==> src/rtl/cpu_ctrl_fsm_pkg.sv <==
// Shared opcode encodings, FSM state type and control-strobe bundle for the risc_cpu sequencer.
package cpu_ctrl_fsm_pkg;

    localparam logic [2:0] OP_HLT = 3'd0;
    localparam logic [2:0] OP_SKZ = 3'd1;
    localparam logic [2:0] OP_ADD = 3'd2;
    localparam logic [2:0] OP_AND = 3'd3;
    localparam logic [2:0] OP_XOR = 3'd4;
    localparam logic [2:0] OP_LDA = 3'd5;
    localparam logic [2:0] OP_STO = 3'd6;
    localparam logic [2:0] OP_JMP = 3'd7;

    // Instruction-cycle states occupy 0..7 so the 3-bit debug port shows the cycle position.
    typedef enum logic [3:0] {
        ST_FETCH_HI = 4'd0,
        ST_INC_HI   = 4'd1,
        ST_FETCH_LO = 4'd2,
        ST_INC_LO   = 4'd3,
        ST_DECODE   = 4'd4,
        ST_EXEC1    = 4'd5,
        ST_EXEC2    = 4'd6,
        ST_EXEC3    = 4'd7,
        ST_IDLE     = 4'd8,
        ST_HALT     = 4'd9
    } state_e;

    typedef struct packed {
        logic fetch;
        logic ir_byte;
        logic load_ir;
        logic inc_pc;
        logic load_pc;
        logic load_acc;
        logic rd;
        logic wr;
        logic datactl_ena;
        logic halt;
    } ctrl_t;

    function automatic logic is_alu_op(input logic [2:0] op);
        return (op == OP_LDA) || (op == OP_ADD) || (op == OP_AND) || (op == OP_XOR);
    endfunction

endpackage

==> src/rtl/cpu_ctrl_fsm.sv <==
// Instruction-sequencing controller: two byte fetches plus a three-cycle execute per 16-bit instruction.
module cpu_ctrl_fsm
    import cpu_ctrl_fsm_pkg::*;
#(
    parameter int unsigned OPC_W       = 3,
    parameter int unsigned IDLE_CYCLES = 1
) (
    input  logic             clk,
    input  logic             rst,
    input  logic [OPC_W-1:0] opcode,
    input  logic             zero,
    output logic             fetch,
    output logic             ir_byte,
    output logic             load_ir,
    output logic             inc_pc,
    output logic             load_pc,
    output logic             load_acc,
    output logic             rd,
    output logic             wr,
    output logic             datactl_ena,
    output logic             halt,
    output logic [2:0]       state
);

    localparam int unsigned    CW        = $clog2(IDLE_CYCLES + 1);
    localparam logic [CW-1:0]  IDLE_LAST = CW'(IDLE_CYCLES);

    state_e        state_q, state_d;
    logic [2:0]    opcode_q;
    logic          zero_q;
    logic [CW-1:0] idle_cnt;
    ctrl_t         ctrl_d, ctrl_q;
    logic [2:0]    op_eff;
    logic          zero_eff;

    // Outputs are decoded from the next state, so the opcode/zero sample taken on the
    // same edge must be forwarded from the live inputs rather than the not-yet-loaded copies.
    always_comb begin
        op_eff   = (state_q == ST_INC_LO) ? 3'(opcode) : opcode_q;
        zero_eff = (state_q == ST_DECODE) ? zero : zero_q;
    end

    always_ff @(posedge clk or posedge rst) begin
        if (rst) begin
            state_q  <= ST_IDLE;
            opcode_q <= '0;
            zero_q   <= '0;
            idle_cnt <= '0;
        end else begin
            state_q <= state_d;
            if (state_q == ST_INC_LO) opcode_q <= op_eff;
            if (state_q == ST_DECODE) zero_q <= zero;
            if (state_q == ST_IDLE && idle_cnt != IDLE_LAST) idle_cnt <= idle_cnt + 1'b1;
        end
    end

    always_comb begin
        state_d = ST_IDLE;
        ctrl_d  = '0;
        case (state_q)
            ST_IDLE:     state_d = (idle_cnt == IDLE_LAST) ? ST_FETCH_HI : ST_IDLE;
            ST_FETCH_HI: state_d = ST_INC_HI;
            ST_INC_HI:   state_d = ST_FETCH_LO;
            ST_FETCH_LO: state_d = ST_INC_LO;
            ST_INC_LO:   state_d = ST_DECODE;
            ST_DECODE:   state_d = (opcode_q == OP_HLT) ? ST_HALT : ST_EXEC1;
            ST_EXEC1:    state_d = ST_EXEC2;
            ST_EXEC2:    state_d = ST_EXEC3;
            ST_EXEC3:    state_d = ST_FETCH_HI;
            ST_HALT:     state_d = ST_HALT;
            default:     state_d = ST_IDLE;
        endcase

        case (state_d)
            ST_FETCH_HI: begin
                ctrl_d.fetch   = 1'b1;
                ctrl_d.rd      = 1'b1;
                ctrl_d.load_ir = 1'b1;
            end
            ST_INC_HI, ST_INC_LO: begin
                ctrl_d.fetch  = 1'b1;
                ctrl_d.inc_pc = 1'b1;
            end
            ST_FETCH_LO: begin
                ctrl_d.fetch   = 1'b1;
                ctrl_d.rd      = 1'b1;
                ctrl_d.load_ir = 1'b1;
                ctrl_d.ir_byte = 1'b1;
            end
            ST_DECODE: ctrl_d.rd = is_alu_op(op_eff);
            ST_EXEC1: begin
                ctrl_d.rd          = is_alu_op(op_eff);
                ctrl_d.load_acc    = is_alu_op(op_eff);
                ctrl_d.datactl_ena = (op_eff == OP_STO);
                ctrl_d.load_pc     = (op_eff == OP_JMP);
                ctrl_d.inc_pc      = (op_eff == OP_SKZ) && zero_eff;
            end
            ST_EXEC2: begin
                ctrl_d.datactl_ena = (op_eff == OP_STO);
                ctrl_d.wr          = (op_eff == OP_STO);
            end
            ST_EXEC3: ctrl_d.inc_pc = (op_eff == OP_SKZ) && zero_eff;
            ST_HALT:  ctrl_d.halt = 1'b1;
            default:  ctrl_d = '0;
        endcase
    end

    always_ff @(posedge clk or posedge rst) begin
        if (rst) ctrl_q <= '0;
        else     ctrl_q <= ctrl_d;
    end

    always_comb begin
        fetch       = ctrl_q.fetch;
        ir_byte     = ctrl_q.ir_byte;
        load_ir     = ctrl_q.load_ir;
        inc_pc      = ctrl_q.inc_pc;
        load_pc     = ctrl_q.load_pc;
        load_acc    = ctrl_q.load_acc;
        rd          = ctrl_q.rd;
        wr          = ctrl_q.wr;
        datactl_ena = ctrl_q.datactl_ena;
        halt        = ctrl_q.halt;
        state       = state_q[2:0];
    end

endmodule

==> config.mk <==
export PLATFORM = sky130hd
export DESIGN_NAME = cpu_ctrl_fsm
export DESIGN_NICKNAME = d
export VERILOG_FILES = /design/src/rtl/cpu_ctrl_fsm_pkg.sv /design/src/rtl/cpu_ctrl_fsm.sv
export SDC_FILE = /design/constraint.sdc
export NUM_CORES = 1
export LEC_CHECK = 0
export CAP_MARGIN = 20
export CORE_MARGIN = 2
export CORE_UTILIZATION = 43
export CTS_CLUSTER_SIZE = 28
export DETAILED_ROUTE_END_ITERATION = 12
export PLACE_DENSITY = 0.78
export SETUP_SLACK_MARGIN = 0.15
export SLEW_MARGIN = 20
export SYNTH_ARGS = -nofsm -noshare
export SYNTH_HDL_FRONTEND = slang
export SYNTH_SLANG_ARGS = --single-unit
==> constraint.sdc <==
create_clock -name clk -period 1.4 [get_ports clk]
set_input_delay 0.35 -clock clk [delete_from_list [all_inputs] [get_ports clk]]
set_output_delay 0.35 -clock clk [all_outputs]
set_load 0.01 [all_outputs]
## Yosys cells after proc, flatten, opt, wreduce, memory -nomap -nowiden

Index checks and enable logic that the tools add are counted.
Widths: inputs -> output; s select.

- Flip-flop bits (word level): 19
- Word-level logic and storage cells: 68

- $add $sub $neg: 1
- Eq/ne operators: 24
- Muxes and demuxes: 14
- Bitwise logic cells: 1
- Reduce and logical (&&, ||, !) cells: 14

Operators with widths:

| kind | count |
|---|---|
| $pmux 4 s10 | 1 |
| $eq 4x3->1 const B | 8 |
| $eq 4x2->1 const B | 4 |
| $eq 3x3->1 const B | 4 |
| $eq 4x4->1 const B | 3 |
| $reduce_or 2->1 | 5 |
| $eq 4x1->1 const B | 2 |
| $logic_not 4->1 | 2 |
| $mux 4 | 2 |
| $mux 1 | 7 |
| $eq 3x2->1 const B | 2 |
| $pmux 1 s2 | 2 |
| $reduce_or 4->1 | 1 |
| $eq 3x1->1 const B | 1 |
| $logic_not 3->1 | 1 |
| $logic_or 1x1->1 | 3 |
| $mux 3 | 1 |
| $logic_and 1x1->1 | 2 |
| $mux 2 | 1 |
| $add 1x1->1 const B | 1 |
| $not 1->1 | 1 |

## Longest topological paths before layout

Gate-level depths: netlist of the first run.

- Depth in word-level cells: 7
- Gate-level depth with buffers: 5

## Least setup slack after synthesis of the first run

OpenSTA, ideal clock, no wires.

- Path kind: register to register
- Start point: register state_q[1]
- End point: register ctrl_q, in the netlist inc_pc
- Data arrival time: 1183 ps
- Data required time: 1275 ps
- Setup slack: 92 ps
- Cell stages (with the launch flop): 6
- Path buffers: 1
- Path through: dfrtp_1 > buf_6 > nor4b_4 > mux2_4 > nand3_2 > a211oi_2

RTL lines:

| element | RTL line | RTL |
|---|---|---|
| start, declared | cpu_ctrl_fsm.sv:28 | `state_e state_q, state_d;` |
| start signal, assigned | cpu_ctrl_fsm.sv:50 | `state_q <= state_d;` |
| end signal, assigned | cpu_ctrl_fsm.sv:110 | `else ctrl_q <= ctrl_d;` |
| end, declared | cpu_ctrl_fsm.sv:32 | `ctrl_t ctrl_d, ctrl_q;` |

==> results of run 1 <==
final timing paths:
path | start | end | slack (ps) | depth (start not counted)
hold reg to reg | zero_q$_DFF_PP0_ | zero_q$_DFF_PP0_ | 520 | 1
setup reg to reg | state_q[1]$_DFF_PP0_ | inc_pc$_DFF_PP0_ | 20 | 5
setup / recovery | state_q[1]$_DFF_PP0_ | inc_pc$_DFF_PP0_ | 20 | 5
hold / removal | rst | state_q[1]$_DFF_PP0_ | 340 | 3
max in group asynchronous | rst | state_q[3]$_DFF_PP1_ | 790 | 3
min in group clk | zero_q$_DFF_PP0_ | zero_q$_DFF_PP0_ | 520 | 1
power by group through the flow:
stage                     clock, uW  combinational, uW  sequential [uW]
after floorplan                   0                835              943
after global placement            0               1220              940
after detailed placement          0               1260              945
after CTS                       287               1510              898
after global routing            302               1760              937
final                           289               1650              911
cell usage in the layout (no fill, tap or decap), types with 2 or more instances in the layout:
cell | netlist | final
nand3_2 | 1 | 2
nor2_1 | 6 | 5
nand2b_1 | 3 | 2
mux2_4 | 1 | 4
buf_4 | 5 | 11
buf_6 | 1 | 8
a21oi_1 | 5 | 3
nand2_2 | 0 | 2
nand2_1 | 7 | 5
buf_2 | 1 | 11
clkdlybuf4s50_1 | 0 | 5
nor3_1 | 3 | 2
xor2_1 | 2 | 2
a21oi_2 | 0 | 2
dfrtp_1 | 18 | 17
clkbuf_4 | 0 | 3
metrics by stage:
stage	setup slack, ps	hold WS (ps)	util (%)	total power (uW)	area [sq um]
5_1_grt	-53.37	414.9	64.76	3003	1257
4_1_cts	-0.4411	352.8	62.76	2695	1219
3_5_place_dp	-88.89	500.8	56.96	2203	1106
3_3_place_gp	-33.53	487.6	56.96	2163	1106
2_1_floorplan	92.46	300.4	-	1778	877.1
6_report	19.65	340.2	64.76	2846	1257
sequential cells by signal, summed over array words and instances (netlist names):
signal and cells:
wr 1, inc_pc 1, load_acc 1, opcode_q 3
fetch 1, idle_cnt 1, rd 1, halt 1
load_pc 1, load_ir 1, zero_q 1, state_q 4
ir_byte 1, datactl_ena 1
layout make-up:
class / count / area [sq um]
inverters: 1 / 3.754
flip-flops and latches: 19 / 478.0
multi-input cells: 48 / 412.9
repair buffers: 37 / 302.8
well taps: 27 / 33.78
clock buffers: 4 / 26.28
fillers: 162 / 684.4
critical path: stages (launching register included):
cell	delay, ps
dfrtp_1	400
buf_6	130
nor4b_4	260
mux2_4	340
nand3_2	80
a211oi_2	60
logic make-up after synthesis:
kind of cell	share of synthesized area, %
mux	5.587
xor+xnor	3.009
simple gates	18.19
buf+inv	6.590
flops	54.58
compound gates	12.03
routing by layer:
metal	up-vias	share of wire, %
met2	11	52
met1	348	42
met5	-	0
li1	330	-
met4	0	2.5
met3	5	2.7
timing repair:
action / 4_1_cts / 5_1_grt
setup buffers: 10 / 1
gates resized for setup: 65 / 14
pin swaps: 5 / 4
setup endpoints to repair: 24 / 18
hold endpoints to repair: 0 / 0
==> key figures, run 1 <==
STA
  • Max frequency: between 0.7 and 0.8 GHz
  • Slew Limit Headroom: 76.72%
  • Tcrit/Tclk final: 98.60%
  • # setup viols final: 0
  • Min Tclk post-route: between 1000 and 1500 ps
  • Final hold vios: 0
  • Unrepaired setup endpoints after global routing: yes
  • Skew final: 8.730 ps
  • Slew Limit Fails: 0
  • Post-Route Setup TNS: 0 ps
  • Slew of the pin with the lowest slew margin: 346.5 ps

Power and ir drop
  • Maximum VDD drop: ~1200 uV
  • P_int: approximately 1800 uW
  • Switching power: 1089 uW
  • Leak: 0.0005893 uW
  • Clock share of power: about a tenth
  • Seq pwr share: 32.0%
  • Switching Share: 38.25%
  • Power per cell area: around 2300 nW/um^2
  • Logic pwr share: 57.8%

Cells and area
  • Layout cell share with drive strength beyond 1: roughly 55%
  • Non-filler cells, final: between 100 and 150
  • Final Net Count: 116
  • Diodes inserted: 0
  • Area grow syn2layout: 43.98%

Global routing
  • Global-route wire length before repair: 3353 um
  • Met2 Resource Use GR: 31.98%
  • Largest net degree at the start of global routing: 20
  • Total grt overflow: 0
  • GRT met3 Usage: roughly 2.1%
  • GR Util met1: 22.04%
  • Vias in the first global route: ~720
  • Antenna violations before repair: 0
  • Busiest grt layer: met2
  • All-layer global routing usage: 18.47%

Routing
  • Routed Wire Length: between 2000 and 2500 um
  • Starting DRT DRC Count: 7
  • Via-to-Cell Ratio: 5.103
  • DRT Pass-1 Iters: 3
  • ANT nets after route: 0
  • Via count: 694
  • Post-route DRC: 0
  • WL/cell: between 15 and 20 um

Critical path
  • Worst Path Max Fanout: 3
  • Startpoint Class: flop
  • CP required: 1600 ps
  • Critical path endpoint category: flop
  • WP data arrival: about 1600 ps
  • WS Path Type: reg -> reg

Yosys
  • Synthesized Nets: 81
  • Synth warn: 0
  • Count leader, synth: dfrtp_1
  • Most frequent cells after synthesis: dfrtp_1 (18), nand2_1 (7), nor2_1 (6)
  • Seq/Total Area, Yosys: 54.58%
  • Synth area leader: dfrtp_1
  • Syn_area_per_cell: about 12 sq um
  • Netlist Area Pre-Place: 873.3 sq um
  • Post-synth EDFFs: 0
  • Yosys cell types: 29
  • Yosys top cell area share: between 50% and 60%
  • Yosys reg bits: 19
  • Syn Inst Count: 75
  • Largest cells by area after synthesis: dfrtp_1 (52%), buf_4 (4.3%), mux2_2 (3.9%)
  • Ys flop type: dfrtp_1
  • Async SR Flop Fraction: 100.0%

Run
  • Max_cap viols: 0

Placement
  • Cells after DPL: 121
  • Placer Congestion: 0.8920
  • Dpl hpwl: 1204 um
  • Port Buffers: 18

Floorplan
  • Row count: 16
  • Die Area: 2407 sq um
  • Initial core utilization: between 40 and 50%
  • Core area: just under 2000 sq um
  • Ports: 19
  • Die Wd: 49.07 um
  • Die extent in y: 49.07 um

Clock tree
  • CTS tree: built
  • Sink Count: 19
  • Clock transition at the registers of the reported paths: 110 ps
  • Clk buf depth: 2
  • Cts-stage hold buffer count: 0
  • Root Driver: clkbuf_4
  • Clock Latency Late Sink: 310 ps
  • TritonCTS Buffers: 3
  • CTS H-tree lvls: 1

Min path
  • Hold Path Class: in -> async

Outcome
  • Status: finished, final reports clean
Note: power is estimated with default switching activity, not from simulation.
==> run 2: changes to the inputs <==
--- a/config.mk
+++ b/config.mk
@@ -8,6 +8,7 @@
 export CAP_MARGIN = 20
 export CORE_MARGIN = 2
 export CORE_UTILIZATION = 43
+export CTS_CLUSTER_DIAMETER = 40
 export CTS_CLUSTER_SIZE = 28
 export DETAILED_ROUTE_END_ITERATION = 12
 export PLACE_DENSITY = 0.78
==> results of run 2 <==
Final layout, timing and power as in run 1 (identical DEF).
==> run 3: changes to the inputs <==
--- a/config.mk
+++ b/config.mk
@@ -5,13 +5,12 @@
 export SDC_FILE = /design/constraint.sdc
 export NUM_CORES = 1
 export LEC_CHECK = 0
-export CAP_MARGIN = 20
 export CORE_MARGIN = 2
 export CORE_UTILIZATION = 43
 export CTS_CLUSTER_DIAMETER = 40
 export CTS_CLUSTER_SIZE = 28
 export DETAILED_ROUTE_END_ITERATION = 12
-export PLACE_DENSITY = 0.78
+export PLACE_DENSITY_LB_ADDON = 0.3
 export SETUP_SLACK_MARGIN = 0.15
 export SLEW_MARGIN = 20
 export SYNTH_ARGS = -nofsm -noshare
==> run 3 against run 2 <==
  * Clock power down 3%
  * Clock-buffer cell count down 1
  * Routed wire length down 8.3%
  * Setup slack worse by 7.6 ps
  * Highest routed layer unchanged
  * Register-to-register slack about the same
  * Flip-flop and latch count unchanged
  * Via count down 1.4%
  * Sequential share of layout area up 1.2 points
  * Critical path depth unchanged
  * Critical endpoint unchanged
  * Power down 2.6%
  * First-iteration DRC count up 130%
==> key figures, run 3 (synthesis gave the netlist of run 1 again) <==
Routing
  • Starting DRT DRC Count: 16 (+9)
  • Routed Wire Length: 1904 um (-8.3%)
  • Post-route DRC: 0 (unchanged)
  • WL/cell: 14.00 um (-8.3%)
  • DRT Pass-1 Iters: 4 (+1)
  • Via-to-Cell Ratio: 5.029 (-1.4%)
  • ANT nets after route: 0 (unchanged)
  • Via count: 684 (-1.4%)

Critical path
  • Worst reg2reg path depth: 5 (unchanged)
  • WS Path Type: reg -> reg
  • Critical path endpoint category: flop
  • Worst Path Max Fanout: 5 (+2)
  • WP data arrival: 1600 ps (+20 ps)
  • Startpoint Class: flop
  • CP required: 1610 ps (about the same)
  • R2R Path Start: state_q[3]$_DFF_PP1_
  • Worst reg2reg setup slack: 10 ps (about the same)
  • Worst R2R End: inc_pc$_DFF_PP0_

Floorplan
  • Core area: 1942 sq um (unchanged)
  • Initial core utilization: 44.97% (unchanged)
  • Die Wd: 49.07 um (unchanged)
  • Row count: 16 (unchanged)
  • Die extent in y: 49.07 um (unchanged)
  • Ports: 19 (unchanged)
  • Die Area: 2407 sq um (unchanged)

Global routing
  • Vias in the first global route: 631 (-13%)
  • Antenna violations before repair: 0 (unchanged)
  • Largest net degree at the start of global routing: 12 (-40%)
  • All-layer global routing usage: 16.07% (-2.4 points)
  • Total grt overflow: 0 (unchanged)
  • Global-route wire length before repair: 2863 um (-15%)

Cells and area
  • Reg area: 480.5 sq um (+0.52%)
  • Commonest non-fill, non-tap cell in the layout: dfrtp_1
  • Area grow syn2layout: 40.26%
  • Layout cell share with drive strength beyond 1: 54.13% (-0.92 points)
  • Final Net Count: 116 (unchanged)
  • Diodes inserted: 0 (unchanged)
  • Multi-input combinational cell area: 395.4 sq um (-4.2%)
  • Register bank with the most flops: state_q
  • Max FFs per register: 4 (unchanged)
  • Layout fillers: 160 (-1.2%)
  • Design area: 1225 sq um (-2.6%)
  • Commonest non-fill, non-tap cells in the layout: dfrtp_1 (15), buf_4 (13), buf_2 (7)
  • Largest registers: state_q (4), opcode_q (3)
  • Non-filler cells, final: 136 (unchanged)

STA
  • Skew final: 9.813 ps (+1.083 ps)
  • Min Tclk post-route: 1388 ps (+7.590 ps)
  • # setup viols final: 0 (unchanged)
  • Post-route setup slack: 12.06 ps (-7.590 ps)
  • Slew of the pin with the lowest slew margin: 263.7 ps (-82.73 ps)
  • Slew Limit Fails: 0 (unchanged)
  • Max frequency: 0.7205 GHz (-0.55%)
  • Slew Limit Headroom: 82.32% (+5.6 points)
  • Final hold vios: 0 (unchanged)
  • Tcrit/Tclk final: 99.14% (+0.54 points)
  • Unrepaired setup endpoints after global routing: yes

Clock tree
  • Clock Latency Late Sink: 310 ps (about the same)
  • TritonCTS Buffers: 3 (unchanged)
  • CTS H-tree lvls: 1 (unchanged)
  • Clock transition at the registers of the reported paths: 110 ps (about the same)
  • CTS tree: built
  • Root Driver: clkbuf_4
  • Cts-stage hold buffer count: 0 (unchanged)
  • Sink Count: 19 (unchanged)
  • Clk buf depth: 2 (unchanged)

Power and ir drop
  • Leak: 0.0005773 uW (-2.0%)
  • Power per cell area: 2264 nW/um^2 (about the same)
  • Maximum VDD drop: 1239 uV (+4.0%)

Placement
  • DP Worst Slack: -63.20 ps (+25.69 ps)
  • Dpl hpwl: 1127 um (-6.4%)
  • Placer Congestion: 0.8328 (-6.6%)
  • Port Buffers: 18 (unchanged)
  • Placed Area: 1101 sq um (-0.45%)
  • Cells after DPL: 122 (+0.83%)

Min path
  • Hold Path Class: in -> async

Outcome
  • Status: finished, final reports clean

Run
  • Max_cap viols: 0 (unchanged)
## run 3: cell count changes in the layout (fill, tap and decap cells not counted), sizes merged
| cell | delta |
|---|---|
| buf | -5 |
| clkbuf | +3 |
| clkinv | +1 |
| dlygate4sd2 | +1 |
## run 3: how the worst max path moves through the flow
stage,startpoint,end,slack (ps),depth (start not counted)
final,state_q[3]$_DFF_PP1_,inc_pc$_DFF_PP0_,10,5
after global routing,state_q[3]$_DFF_PP1_,rd$_DFF_PP0_,-30,5
after CTS,state_q[0]$_DFF_PP0_,inc_pc$_DFF_PP0_,3,5
after detailed placement,opcode[1],load_acc$_DFF_PP0_,-60,5
after global placement,opcode[1],rd$_DFF_PP0_,-50,5
after floorplan,state_q[1]$_DFF_PP0_,inc_pc$_DFF_PP0_,90,5
## run 3: layout make-up
class                      count  share of cell area (%)
sequential                    19                   39.22
multi-input combinational     48                   32.28
timing repair buffer          37                   23.19
tap                           27                   2.758
clock buffer                   3                   1.839
clock inverter                 1                  0.4086
inverter                       1                  0.3064
## run 3: critical path, stage by stage, from the launching register on
cell and delay (ps):
dfstp_2 410, buf_4 140, nor4b_4 270, mux2_4 340
nand3_2 80, a211oi_2 50
## run 3: where the power goes
group          switching [uW]  internal [uW]
combinational             742            838
clock                     172            107
sequential                146            767
total                    1060           1710
## run 3: repair_timing
action	4_1_cts	5_1_grt
buffers inserted	8	1
endpoints found under the setup margin	22	24
gates resized for setup	49	19
pin swaps	4	3
endpoints found under the hold margin	0	0
gates cloned	1	0
## run 3: stage by stage
step           total power, uW  hold WS (ps)  setup TNS, ps  utilization [%]
6_report                  2773         240.2              0            63.08
5_1_grt                   2937         238.8         -83.77            63.08
4_1_cts                   2617         248.7              0            62.18
3_5_place_dp              2175         489.7         -125.1            56.70
3_3_place_gp              2155         485.8         -99.55            56.70
2_1_floorplan             1778         300.4              0                -
## run 3: metal layers
metal  global-route usage (%)  up-vias  wire, um
li1                         -      325         -
met1                    21.57      338       874
met2                    24.77       18       933
met3                    2.761        3        61
met4                    8.571        0        34
met5                        0        -         0
